$ cat config.mk
export PLATFORM = sky130hd
export DESIGN_NAME = inst_fetch_queue
export DESIGN_NICKNAME = d
export VERILOG_FILES = /design/src/rtl/inst_fetch_queue_pkg.sv /design/src/rtl/inst_fetch_queue_queue.sv /design/src/rtl/inst_fetch_queue.sv
export SDC_FILE = /design/constraint.sdc
export NUM_CORES = 1
export LEC_CHECK = 0
export BUFFER_PORTS_ARGS = -buffer_cell sky130_fd_sc_hd__buf_2
export CORE_ASPECT_RATIO = 0.8
export CORE_MARGIN = 4
export CORE_UTILIZATION = 60
export DETAILED_ROUTE_END_ITERATION = 7
export PLACE_DENSITY = 0.88
export SKIP_LAST_GASP = 1
export SLEW_MARGIN = 20
export SYNTH_ARGS = -nofsm -noshare
export SYNTH_HDL_FRONTEND = slang
export SYNTH_SLANG_ARGS = --single-unit
export TNS_END_PERCENT = 20
$ cat constraint.sdc
create_clock -name clk -period 7.8 [get_ports clk]
set_input_delay 1.95 -clock clk [delete_from_list [all_inputs] [get_ports clk]]
set_output_delay 1.95 -clock clk [all_outputs]
set_load 0.005 [all_outputs]
$ cat src/rtl/inst_fetch_queue_pkg.sv
// Shared widths, state encoding and queue entry type for the instruction fetch stage.
// Also holds the ROM range test used by both the PC and redirect logic.
package inst_fetch_queue_pkg;

  localparam int INST_W  = 32;
  localparam int ADDR_W  = 32;
  localparam int PC_STEP = 4;

  typedef enum logic {
    FETCH = 1'b0,
    END   = 1'b1
  } fetch_state_e;

  typedef struct packed {
    logic [ADDR_W-1:0] pc;
    logic [INST_W-1:0] inst;
  } fetch_entry_t;

  // Widened by one bit so that pc values near 2^32 cannot wrap into range.
  function automatic logic pc_in_range(input logic [ADDR_W-1:0] pc,
                                       input int unsigned       rom_bytes);
    return ({1'b0, pc} + (ADDR_W+1)'(PC_STEP)) <= (ADDR_W+1)'(rom_bytes);
  endfunction

endpackage

$ cat src/rtl/inst_fetch_queue_queue.sv
// In-order FIFO of fetched {pc, inst} entries; flush clears the pointers and has priority.
// The caller never pushes into a full queue unless it pops in the same cycle.
module inst_queue
  import inst_fetch_queue_pkg::*;
#(
  parameter int DEPTH = 4
) (
  input  logic                       clk,
  input  logic                       rst,
  input  logic                       flush,
  input  logic                       push,
  input  fetch_entry_t               din,
  input  logic                       pop,
  output fetch_entry_t               dout,
  output logic [$clog2(DEPTH):0]     count
);

  localparam int PTR_W = $clog2(DEPTH);
  localparam int CNT_W = PTR_W + 1;

  fetch_entry_t     mem [DEPTH];
  logic [PTR_W-1:0] head;
  logic [PTR_W-1:0] tail;

  // NOTE: storage is deliberately not reset; count gates every read, so stale words are never visible.
  always_ff @(posedge clk) begin
    if (push && !flush) begin
      mem[tail] <= din;
    end
  end

  always_ff @(posedge clk or posedge rst) begin
    if (rst) begin
      head  <= '0;
      tail  <= '0;
      count <= '0;
    end else if (flush) begin
      head  <= '0;
      tail  <= '0;
      count <= '0;
    end else begin
      if (push) tail <= tail + PTR_W'(1);
      if (pop)  head <= head + PTR_W'(1);
      case ({push, pop})
        2'b10:   count <= count + CNT_W'(1);
        2'b01:   count <= count - CNT_W'(1);
        default: count <= count;
      endcase
    end
  end

  assign dout = mem[head];

endmodule

$ cat src/rtl/inst_fetch_queue.sv
// Fetch stage: owns the PC, reads the instruction ROM and buffers {pc, inst} for issue.
// A redirect flushes the queue and reloads the PC; fetching stops at the end of the ROM.
module inst_fetch_queue
  import inst_fetch_queue_pkg::*;
#(
  parameter int                DEPTH     = 4,
  parameter logic [ADDR_W-1:0] PC_RESET  = 32'h0,
  parameter int unsigned       ROM_BYTES = 100
) (
  input  logic              clk,
  input  logic              rst,
  output logic              rom_nrd,
  output logic [ADDR_W-1:0] rom_addr,
  input  logic [INST_W-1:0] rom_data,
  output logic              issue_valid,
  output logic [INST_W-1:0] issue_inst,
  output logic [ADDR_W-1:0] issue_pc,
  input  logic              issue_ready,
  input  logic              redirect_valid,
  input  logic [ADDR_W-1:0] redirect_pc,
  output logic              fetch_done
);

  localparam int CNT_W = $clog2(DEPTH) + 1;

  fetch_state_e      state;
  fetch_state_e      state_next;
  logic [ADDR_W-1:0] pc;
  logic [ADDR_W-1:0] redirect_target;
  logic [CNT_W-1:0]  count;
  logic              in_range;
  logic              queue_nonempty;
  logic              pop;
  logic              fetch_en;
  fetch_entry_t      head_entry;
  fetch_entry_t      new_entry;

  assign redirect_target = {redirect_pc[ADDR_W-1:2], 2'b00};
  assign in_range        = pc_in_range(pc, ROM_BYTES);
  assign queue_nonempty  = (count != '0);
  assign issue_valid     = queue_nonempty && !redirect_valid;
  assign pop             = issue_valid && issue_ready;
  assign new_entry       = '{pc: pc, inst: rom_data};

  always_ff @(posedge clk or posedge rst) begin
    if (rst) begin
      state <= FETCH;
      pc    <= PC_RESET;
    end else begin
      state <= state_next;
      if (redirect_valid) begin
        pc <= redirect_target;
      end else if (fetch_en) begin
        pc <= pc + ADDR_W'(PC_STEP);
      end
    end
  end

  // NOTE: every always_comb output gets a default first so no path can infer a latch.
  always_comb begin
    state_next = state;
    fetch_en   = 1'b0;
    fetch_done = 1'b0;
    case (state)
      FETCH: begin
        // rst gates the strobe so the ROM is never read while reset is held.
        fetch_en = !rst && in_range && !redirect_valid &&
                   ((count < CNT_W'(DEPTH)) || pop);
        if (!in_range) state_next = END;
      end
      END: begin
        fetch_done = 1'b1;
      end
      default: state_next = FETCH;
    endcase
    if (redirect_valid) begin
      state_next = pc_in_range(redirect_target, ROM_BYTES) ? FETCH : END;
    end
  end

  inst_queue #(
    .DEPTH (DEPTH)
  ) u_queue (
    .clk   (clk),
    .rst   (rst),
    .flush (redirect_valid),
    .push  (fetch_en),
    .din   (new_entry),
    .pop   (pop),
    .dout  (head_entry),
    .count (count)
  );

  assign rom_nrd    = !fetch_en;
  assign rom_addr   = pc;
  assign issue_inst = queue_nonempty ? head_entry.inst : '0;
  assign issue_pc   = queue_nonempty ? head_entry.pc   : '0;

endmodule

* After elaboration in Yosys (flattened, before gate mapping)
Memories as Yosys holds them, arrays and structs flattened.
Cells that the tools add are included.
** Operators by class
- Equality and inequality tests :: 2
- Add/subtract/negate cells :: 7
- Magnitude comparators :: 3
- Muxes and demuxes :: 18
- Reduce and logical (&&, ||, !) cells :: 14
** Operators by type and width (number)
- $mux W32 :: 4
- $add A32 B3 Y33 const B :: 2
- $le A33 B7 Y1 const B :: 2
- $add A32 B3 Y32 const B :: 1
- $mux W1 :: 8
- $mux W2 :: 4
- $logic_and A1 B1 Y1 :: 6
- $pmux W3 S2 :: 1
- $reduce_bool A3 Y1 :: 2
- $add A2 B1 Y2 const B :: 2
- $reduce_bool A2 Y1 :: 2
- $add A3 B1 Y3 const B :: 1
- $logic_not A1 Y1 :: 3
- $lt A3 B3 Y1 const B :: 1
- $mux W3 :: 1
- $sub A3 B1 Y3 const B :: 1
- $eq A2 B1 Y1 const B :: 1
- $eq A2 B2 Y1 const B :: 1
- $logic_or A1 B1 Y1 :: 1
** Word-level totals
- Output and inout bits :: 99
- Bits in writable memories :: 256
- Bits of input ports :: 68
- Memories kept :: 1
- Logic and storage cells :: 50
- Register bits :: 40
** Memory list
- u_queue.mem :: words 4, bits a word 64, rd ports 1, clocked after Yosys merged registers in 0, write ports 1, RTL line inst_fetch_queue_queue.sv:21 : fetch_entry_t mem [DEPTH];

* Depth between registers and ports, before layout
- Word-level depth :: 9
- Mapped depth :: 15

* Modules after synthesis
Synthesis repeated with hierarchy kept, for this count alone.
** Unflattened totals
- Cell total of the unflattened synthesis :: 760
- Area, all modules :: 12736.0 sq um
** Modules (own cells, without submodules)
- inst_queue :: times used 1, sequential area each 7862.5 sq um, cells each 376, area an instance 9660.5 sq um
- inst_fetch_queue :: times used 1, sequential area each 775.7 sq um, cells each 384, area an instance 3075.4 sq um

* Worst setup path before layout
OpenSTA, ideal clock, no wires.
- Path kind :: input to output
- Start :: in redirect_valid
- End :: out rom_nrd
- Slack :: 2.695 ns
- Buffers on the path :: 1
- Required time :: 5.850 ns
- Arrival :: 3.155 ns
- Cell stages on the path :: 7
- Cells stage by stage :: a211oi_1 -> o211ai_1 -> nor4_2 -> nand3_2 -> nor2_4 -> inv_2 -> buf_2
** Between the ends
- Cells in the longest elaborated chain, start to end :: 7
- Elaborated cells between the ends (all ways) :: 8
- Classes of those cells :: mux: 1; reduce/logical: 7
** Ends and longest elaborated chain
- from (decl) :: RTL line inst_fetch_queue.sv:19 : input logic redirect_valid,
- $logic_not A1 Y1 * :: RTL line inst_fetch_queue.sv:41, inst_fetch_queue.sv:67
- $logic_and A1 B1 Y1 :: RTL line inst_fetch_queue.sv:41 : assign issue_valid = queue_nonempty && !redirect_valid;
- $logic_and A1 B1 Y1 :: RTL line inst_fetch_queue.sv:42 : assign pop = issue_valid && issue_ready;
- $logic_or A1 B1 Y1 :: RTL line inst_fetch_queue.sv:68 : ((count < CNT_W'(DEPTH)) || pop);
- $logic_and A1 B1 Y1 * :: RTL line inst_fetch_queue.sv:67 : fetch_en = !rst && in_range && !redirect_valid &&
- $mux W1 * :: RTL line inst_fetch_queue.sv:64 : case (state)
- $logic_not A1 Y1 * :: RTL line inst_fetch_queue.sv:94 : assign rom_nrd = !fetch_en;
- to (decl) :: RTL line inst_fetch_queue.sv:12 : output logic rom_nrd,
Mark *: on every way between the ends. The rest lies on a longest branch, timed or not.

* Worst setup path after layout
Same ends and word-level chain as after synthesis.

==> metrics.md <==
| Metric | Value |
|---|---|
| Buffers on Ports | `160` |
| Core ar. | `between 0.02 and 0.025 mm^2` |
| Post-synthesis xor/xnor area fraction | `0.00836` |
| Slowest CP cell | `nor4_2` |
| Final Net Count | `1,012` |
| Post-synth top area cell | `edfxtp_1` |
| DIE AREA | `0.0233 mm^2` |
| Max H-tree Level | `1` |
| Final setup TNS | `0 ns` |
| Via count | `approximately 7,500` |
| Simple-Gate Fraction of Synth Area | `0.111` |
| Clock tree from TritonCTS | `yes` |
| Relative slew slack | `0.354` |
| Worst reg-to-reg setup slack | `~3.8 ns` |
| Die Span Y | `137 um` |
| Hold Path Stages | `1` |
| Worst-path maximum fanout | `40` |
| Setup bufs post-CTS | `0` |
| Clk slew on worst S/H paths | `0.06 ns` |
| Critical Path AT | `3.93 ns` |
| Reg2Reg Depth | `8` |
| PD cells | `roughly 220 mW/mm^2` |
| Worst hold endpoint | `u_queue.tail[0]` |
| Share of layout cells above drive strength 1 | `0.322` |
| CTS Root Cell | `clkbuf_16` |
| Vias/cell | `6.14` |
| Reg-to-reg startpoint | `rom_addr[6]` |
| Outcome | `finished clean` |
| Final setup viols | `0` |
| Clock Sinks | `between 200 and 300` |
| Hold Path Class | `reg -> reg` |
| Synth Area in Compound Gates | `0.0435` |
| Reg2reg end | `u_queue.mem[3][61]` |
| All-layer global routing usage | `0.225` |
| Routed length per instance | `~21 um` |
| Area Overhead vs Synth | `14.9%` |
| Non-Filler Instances | `~1,200` |
| Synth Register Bits | `~290` |
| PostCTS Resize Cnt | `0` |
| Synth Area in Adders | `0.00956` |
| Sequential fraction of the synthesis area | `0.668` |
| Placement Rows | `47` |
| # DRC | `0` |
| Number of DRC markers in iteration 0 | `between 700 and 800` |
| Synthesized area | `about 0.013 mm^2` |
| Largest family of logic cells by synthesized area | `multiplexers` |
| Crit. End Element | `primary output` |
| Commonest cells in the netlist | `248 x edfxtp_1, 75 x and2_1, 62 x mux4_2, 38 x dfrtp_1, 31 x nand2_1` |
| Asr flop ratio synth | `0.133` |
| Leakage | `about 0.0051 uW` |
| Fillers | `roughly 1,300` |
| Critical path's largest stage delay | `roughly 0.37 ns` |
| Minimum clock period | `5.88 ns` |
| Count leader, synth | `edfxtp_1` |
| Critical Path Source Type | `input port` |
| Clock Tree Buf Depth | `3` |
| Post-route clock skew | `between 0.01 and 0.015 ns` |
| Initial Utilization | `0.609` |
| Vias in the first global route | `roughly 7,500` |
| Maxcap violations | `0` |
| Ranking of synthesized cells by area | `edfxtp_1 59%, mux4_2 11%, dfrtp_1 7.6%` |
| Hold slack | `0.570 ns` |
| Slew Limit Fails | `0` |
| Post-synth EDFFs | `248` |
| Grt total ovfl | `0` |
| RSZ-0062 raised after global routing | `no` |
| Worst path most repeated cell | `buf_2` |
| Syn Area/Cell | `16.1 um^2` |
| Die Wd | `170 um` |
| VDD IR max | `approximately 0.17 mV` |
| Post-Synthesis Cells | `about 780` |
| Gpl congestion | `slightly above 0.9` |
| Final Hold Fails | `0` |
| Initial antenna violation count | `0` |
| Final WL | `26.1 mm` |
| Synth cell types | `between 60 and 70` |
| Placed cells | `around 1,200` |
| Kind of critical path | `in -> out` |
| Fin crit share | `0.754` |
| First-pass GRT wire length | `between 40 and 50 mm` |
| Primary FF master, synth | `edfxtp_1` |
| Detailed Routing Iterations Pass 1 | `8` |
| WP data required | `between 5 and 6 ns` |
| Final ANT Viol Nets | `0` |
| Slew @ Worst Pin | `approximately 0.97 ns` |
| CTS buffer count | `27` |
| Io pins | `167` |
| Ys Warns | `0` |
| Largest net degree at the start of global routing | `66` |
| Post-synth top area share | `0.593` |
| CTS hold repair buffers | `0` |
| Cells along the critical path | `buf_2, a211oi_1, o211ai_1, nor4_2, nand3_2, nor2_4, inv_2, buf_2` |
| Post-DP HPWL | `between 15 and 20 mm` |
| Mux cell area share after synthesis | `0.138` |
| Achievable Freq | `approximately 0.17 GHz` |
| Clk_lat worst skew | `around 0.54 ns` |
| Worst hold start | `u_queue.tail[0]` |
cell usage in the layout (no fill, tap or decap), drive strengths merged, types with 4 or more instances in the layout:
cell	n
mux2	23
and4	10
ha	8
a31oi	11
nor4	9
xnor2	7
conb	4
nor3	17
clkbuf	36
nand2	32
nor2	22
a21oi	15
or3	6
mux2i	8
inv	20
o211ai	4
clkinv	10
o21ai	17
edfxtp	248
nor2b	4
and3	7
xor2	5
dfrtp	38
buf	164
mux4	62
nand4b	4
nand3	21
and2	76
nand4	16
a211oi	4
flip-flops by register name, indices dropped and copies added (netlist names):
register and cells:
u_queue.head 2, state 1, rom_addr 30, u_queue.count 3, u_queue.tail 2, u_queue.mem 248
worst max-delay path, delay by kind of cell:
family,cells,cell delay [ns]
AOI/OAI and AO/OA,2,0.49
buffers and inverters,3,0.68
and+or+nand+nor,3,0.81
power by group:
part / switching (uW) / total [uW] / internal (uW)
clock network: 551 / 1280 / 729
registers: 56.7 / 1740 / 1690
logic: 72.3 / 132 / 59.8
cell families (layout without fill, tap and decap cells):
kind of cell	Yosys count	in the layout
buffers and inverters	61	232
XOR/XNOR	12	12
flip-flops	286	286
AO/OA/AOI/OAI	81	81
adder cells (fa/ha/maj)	9	9
other	1	6
AND/OR/NAND/NOR	239	239
multiplexers	93	93
per-layer routing:
metal  global-route usage  vias up  share of wire
met2                0.364      345           0.47
met1                0.329     3755           0.43
met3               0.0399       37          0.083
met4               0.0443        0          0.017
li1                     -     3397              -
met5                    0        -              0
through the flow:
step	util	instance area (um^2)	setup slack, ns	total power (uW)
3_3_place_gp	0.657	13600	1.93	1900
2_1_floorplan	-	12600	2.70	1830
4_1_cts	0.699	14400	1.92	3170
6_report	0.700	14400	1.92	3160
5_1_grt	0.699	14400	1.69	3260
3_5_place_dp	0.657	13600	1.91	1900
worst max path at each step:
stage | startpoint | end | cells past startpoint
after floorplan | redirect_valid | rom_nrd | 7
after global placement | redirect_valid | rom_nrd | 8
final | redirect_valid | rom_nrd | 8
after CTS | redirect_valid | rom_nrd | 8
after detailed placement | redirect_valid | rom_nrd | 8
after global routing | redirect_valid | rom_nrd | 8
layout make-up:
cell class	count	area, um^2	area share
Timing Repair Buffer	164	835	0.0578
Sequential cell	286	8400	0.582
Tap cell	269	337	0.0233
Clock inverter	14	138	0.00953
Multi-Input combinational cell	438	3930	0.272
Antenna cell	2	5.00	0.000347
Clock buffer	36	729	0.0505
Inverter	18	67.6	0.00468
(Power assumes the default switching activity.)
